--- src/rtl/program_loader.sv ---
// program_loader: writer side of the CPU instruction memory.
//
// Accepts 8-bit instruction words ({function, value}) over a valid/ready
// handshake and stores them in a DEPTH-entry program store. The unused tail
// of the store is zero-filled, so it reads as NOPs. The CPU fetches through
// a combinational read port, and is held via cpu_hold for the whole load.
//
// Ports:
//   clk, reset              - clock; synchronous active-high reset
//   start                   - one-cycle pulse, begins a load when idle
//   in_valid/in_ready       - source handshake
//   in_function/in_value    - instruction nibbles
//   in_last                 - final word of the program
//   rd_addr                 - fetch address from the PC
//   memoryFunction/Value    - fetched word; forced to 0 while cpu_hold is high
//   cpu_hold                - high in LOAD, FILL and DONE
//   load_done               - one-cycle pulse in DONE
//   overflow                - sticky: program ran past DEPTH without in_last
//   word_count              - words accepted in the last/current load
module program_loader #(
  parameter int DEPTH  = 16,
  parameter int ADDR_W = 4
) (
  input  logic              clk,
  input  logic              reset,
  input  logic              start,
  input  logic              in_valid,
  output logic              in_ready,
  input  logic [3:0]        in_function,
  input  logic [3:0]        in_value,
  input  logic              in_last,
  input  logic [ADDR_W-1:0] rd_addr,
  output logic [3:0]        memoryFunction,
  output logic [3:0]        memoryValue,
  output logic              cpu_hold,
  output logic              load_done,
  output logic              overflow,
  output logic [ADDR_W:0]   word_count
);

  typedef enum logic [1:0] {IDLE, LOAD, FILL, DONE} state_t;

  localparam logic [ADDR_W-1:0] LAST_ADDR = ADDR_W'(DEPTH - 1);

  state_t              state_reg, state_next;
  logic [ADDR_W-1:0]   ptr_reg, ptr_next;
  logic [ADDR_W:0]     count_reg, count_next;
  logic                overflow_reg, overflow_next;
  logic                wr_en;
  logic [7:0]          wr_data;
  logic [7:0]          mem_reg [DEPTH];
  logic [7:0]          rd_data;

  always_ff @(posedge clk) begin
    if (reset) begin
      state_reg    <= IDLE;
      ptr_reg      <= '0;
      count_reg    <= '0;
      overflow_reg <= 1'b0;
    end else begin
      state_reg    <= state_next;
      ptr_reg      <= ptr_next;
      count_reg    <= count_next;
      overflow_reg <= overflow_next;
    end
  end

  always_comb begin
    state_next    = state_reg;
    ptr_next      = ptr_reg;
    count_next    = count_reg;
    overflow_next = overflow_reg;
    wr_en         = 1'b0;
    wr_data       = 8'h00;
    in_ready      = 1'b0;
    cpu_hold      = 1'b1;
    load_done     = 1'b0;
    unique case (state_reg)
      IDLE: begin
        cpu_hold = 1'b0;
        if (start) begin
          state_next    = LOAD;
          ptr_next      = '0;
          count_next    = '0;
          overflow_next = 1'b0;
        end
      end
      LOAD: begin
        in_ready = 1'b1;
        if (in_valid) begin
          wr_en      = 1'b1;
          wr_data    = {in_function, in_value};
          count_next = count_reg + 1'b1;
          if (ptr_reg == LAST_ADDR) begin
            // Store is full: the pointer parks here rather than wrapping.
            // Without in_last the program did not fit.
            overflow_next = ~in_last;
            state_next    = DONE;
          end else begin
            ptr_next = ptr_reg + 1'b1;
            if (in_last) state_next = FILL;
          end
        end
      end
      FILL: begin
        // One NOP per cycle from the first unwritten slot to the end.
        wr_en = 1'b1;
        if (ptr_reg == LAST_ADDR) state_next = DONE;
        else                      ptr_next   = ptr_reg + 1'b1;
      end
      DONE: begin
        load_done  = 1'b1;
        state_next = IDLE;
      end
      default: state_next = IDLE;
    endcase
  end

  // Program store: every entry clears on reset so an interrupted load
  // leaves no partial program behind.
  genvar gi;
  generate
    for (gi = 0; gi < DEPTH; gi++) begin : g_mem
      always_ff @(posedge clk) begin
        if (reset)
          mem_reg[gi] <= 8'h00;
        else if (wr_en && ptr_reg == ADDR_W'(gi))
          mem_reg[gi] <= wr_data;
      end
    end
  endgenerate

  assign rd_data        = cpu_hold ? 8'h00 : mem_reg[rd_addr];
  assign memoryFunction = rd_data[7:4];
  assign memoryValue    = rd_data[3:0];
  assign overflow       = overflow_reg;
  assign word_count     = count_reg;

endmodule

--- config.mk ---
export PLATFORM = sky130hd
export DESIGN_NAME = program_loader
export DESIGN_NICKNAME = d
export VERILOG_FILES = /design/src/rtl/program_loader.sv
export SDC_FILE = /design/constraint.sdc
export NUM_CORES = 1
export LEC_CHECK = 0
export ABC_AREA = 1
export CAP_MARGIN = 20
export CORE_MARGIN = 2
export CORE_UTILIZATION = 30
export DETAILED_ROUTE_END_ITERATION = 8
export PLACE_DENSITY = 0.48
export SLEW_MARGIN = 25
export SYNTH_ARGS = -nofsm -noshare
export SYNTH_HDL_FRONTEND = slang
export SYNTH_SLANG_ARGS = --single-unit
export TNS_END_PERCENT = 1
--- constraint.sdc ---
create_clock -name clk -period 5.1 [get_ports clk]
set_input_delay 0.765 -clock clk [delete_from_list [all_inputs] [get_ports clk]]
set_output_delay 0.765 -clock clk [all_outputs]
set_load 0.05 [all_outputs]
==> flow_summary_export.csv <==
group,metric,value,unit
logic_synthesis,synth_fp_nets,833,
worst_setup_path,crit_type,"input port to primary output",
pwr,peakVddDrop,189,uV
routing,drc_errors,0,
clocking,cts-resized-gates,0,
timing,timing.slew.headroom,0.318,
timing,fin_crit,3.90,ns
timing,fmax,256,MHz
timing,hold_viol_final,0,
finish,synthToLayoutAreaGrowth,18.1,%
worst_setup_path,endpoint_kind,"primary output",
placement,gp_congestion,0.884,
grt,antenna_found_initial,0,
finish,drive_above_1_share,0.0751,
worst_setup_path,path_max_fanout,17,
hold_path,hp-class,"flip-flop to flip-flop",
routing,drtPass1Iterations,5,
logic_synthesis,synth_cell_type_count,21,
logic_synthesis,ys_warn_count,0,
logic_synthesis,synth_area_leaders,"edfxtp_1, nand2_1, nor2_1, nand3_1, inv_1",
logic_synthesis,syn_area,6910,um2
die,row_count,55,
logic_synthesis,ys_seq_area_frac,0.591,
finish,nNetsFinal,867,
die,die_y,156,um
grt,grt_pass1_wl,29.8,mm
grt,grt_pass1_vias,5100,
grt,grt_max_degree,40,
logic_synthesis,async_flop_share,0,
clocking,cts-root-buf,"clkbuf_16",
finish,largest_reg_flops,128,
die,die_w,156,um
die,start_util,0.305,
pwr,power_density,396,nW/um2
finish,antennaDiodeCount,0,
timing,slew_violations,0,
clocking,cts_tree,"done",
placement,dp_slack,1.22,ns
die,dieArea,24200,um2
timing,setup_tns,0,ns
logic_synthesis,ys_ff_latch,140,
routing,vias,5264,
clocking,clk_pin_slew,0.06,ns
worst_setup_path,worst_setup_path_start_kind,"input port",
hold_path,whs_path_depth,2,
clocking,postCtsHoldBufs,0,
logic_synthesis,ys_dominant_reg_cell,"edfxtp_1",
clocking,cts_inserted_buffers,17,
timing,period_share,0.766,
routing,drtIter0Drc,414,
timing,fin_ws,1.20,ns
clocking,post-cts-setup-buffer-count,0,
clocking,clockBufferDepth,2,
placement,place_area,7560,um2
clocking,cts_sinks,140,
finish,fin_area,8160,um2
routing,vias_per_cell,4.63,
routing,drt-total-wl,19.1,mm
clocking,worstSkewPairLatency,0.43,ns
logic_synthesis,synth_edf_count,128,
worst_setup_path,arrival,3.14,ns
placement,portBuffers,33,
die,core,22600,um2
grt,overflow,0,
die,io_pins,34,
timing,fin_skew,0.00923,ns
placement,dp_hpwl,12.6,mm
worst_setup_path,crit_required,4.34,ns
timing,setup_violations,0,
routing,wl_per_cell,16.8,um
logic_synthesis,synth_top_area_share,0.557,
clocking,h-tree-depth,4,
timing,whs,0.497,ns
outcome,status,"completed",
flow_run,max_cap_violations,0,
pwr,p_leak,3.21,nW
logic_synthesis,yosysTopAreaCell,"edfxtp_1",
logic_synthesis,avgSynthCellArea,8.58,um2
timing,rsz0062_at_grt,"false",
worst_setup_path,r2r_cells,6,
routing,antenna_left,0,
logic_synthesis,netlist_instances,805,
grt,grt.total_usage,0.166,
timing,tightest_slew,1.02,ns
## cell type report
type	instances	area [um2]
Multi-Input combinational cell	536	2330
Timing Repair Buffer	50	435
Clock buffer	18	429
Inverter	94	353
Sequential cell	140	4080
Fill cell	2337	14500
Tap cell	285	357
Clock inverter	14	170
## where the power goes
group / internal (W) / leakage [nW] / switching (W)
logic: 0.000162 / 1.51 / 0.000450
registers: 0.00131 / 1.42 / 0.0000299
clock network: 0.000769 / 0.274 / 0.000507
total: 0.00224 / 3.21 / 0.000987
## cells by family after synthesis
group                    Yosys count  share of synthesized area
adder cells (fa/ha/maj)           11                     0.0199
buffers and inverters            129                     0.0712
XOR/XNOR                           3                    0.00381
flip-flops                       140                      0.591
AO/OA/AOI/OAI                     45                     0.0337
AND/OR/NAND/NOR                  477                      0.280
## cell usage in the layout, fill, tap and decap left out, drive strengths merged, types with 11 or more instances in the layout
master,count
clkbuf,18
o21ai,25
buf,25
nand2,229
nand3,101
nor2,143
edfxtp,128
clkdlybuf4s50,25
ha,11
inv,95
dfxtp,12
a21oi,18
## metal layers
metal,track usage,vias up,share of wire
li1,-,2663,-
met1,0.232,2446,0.49
met2,0.254,123,0.45
met3,0.0375,32,0.038
met4,0.0590,0,0.023
met5,0,-,0
## final timing paths
check / endpoint / from / slack, ns
min: word_count[4] / word_count[4] / 0.50
min reg2reg: word_count[4] / word_count[4] / 0.50
max reg2reg: mem_reg[7][1] / state_reg[0] / 2.45
max: memoryValue[3] / rd_addr[2] / 1.20
## per-stage QoR
| step | util | total power [W] | cells |
|---|---|---|---|
| floorplan | - | 0.00177 | 805 |
| global placement | 0.334 | 0.00198 | 1105 |
| detailed placement | 0.334 | 0.00198 | 1105 |
| CTS | 0.360 | 0.00325 | 1137 |
| global route | 0.360 | 0.00336 | 1137 |
| finish | 0.360 | 0.00323 | 1137 |
## worst max-delay path, cell delays in order
cell and delay [ns]:
clkdlybuf4s50_1 0.46, buf_4 0.23, inv_1 0.28, nand3_1 0.18
nand3_1 0.11, a21oi_1 0.24, clkdlybuf4s50_1 0.86
## cell usage after synthesis, types with 6 or more instances
library cell	instances
nand2_1	229
o21ai_0	24
ha_1	11
buf_2	6
inv_2	9
inv_1	84
nand3_1	101
dfxtp_1	12
clkbuf_1	24
a21oi_1	18
edfxtp_1	128
nor2_1	142
Note: power is estimated with default switching activity, not from simulation.
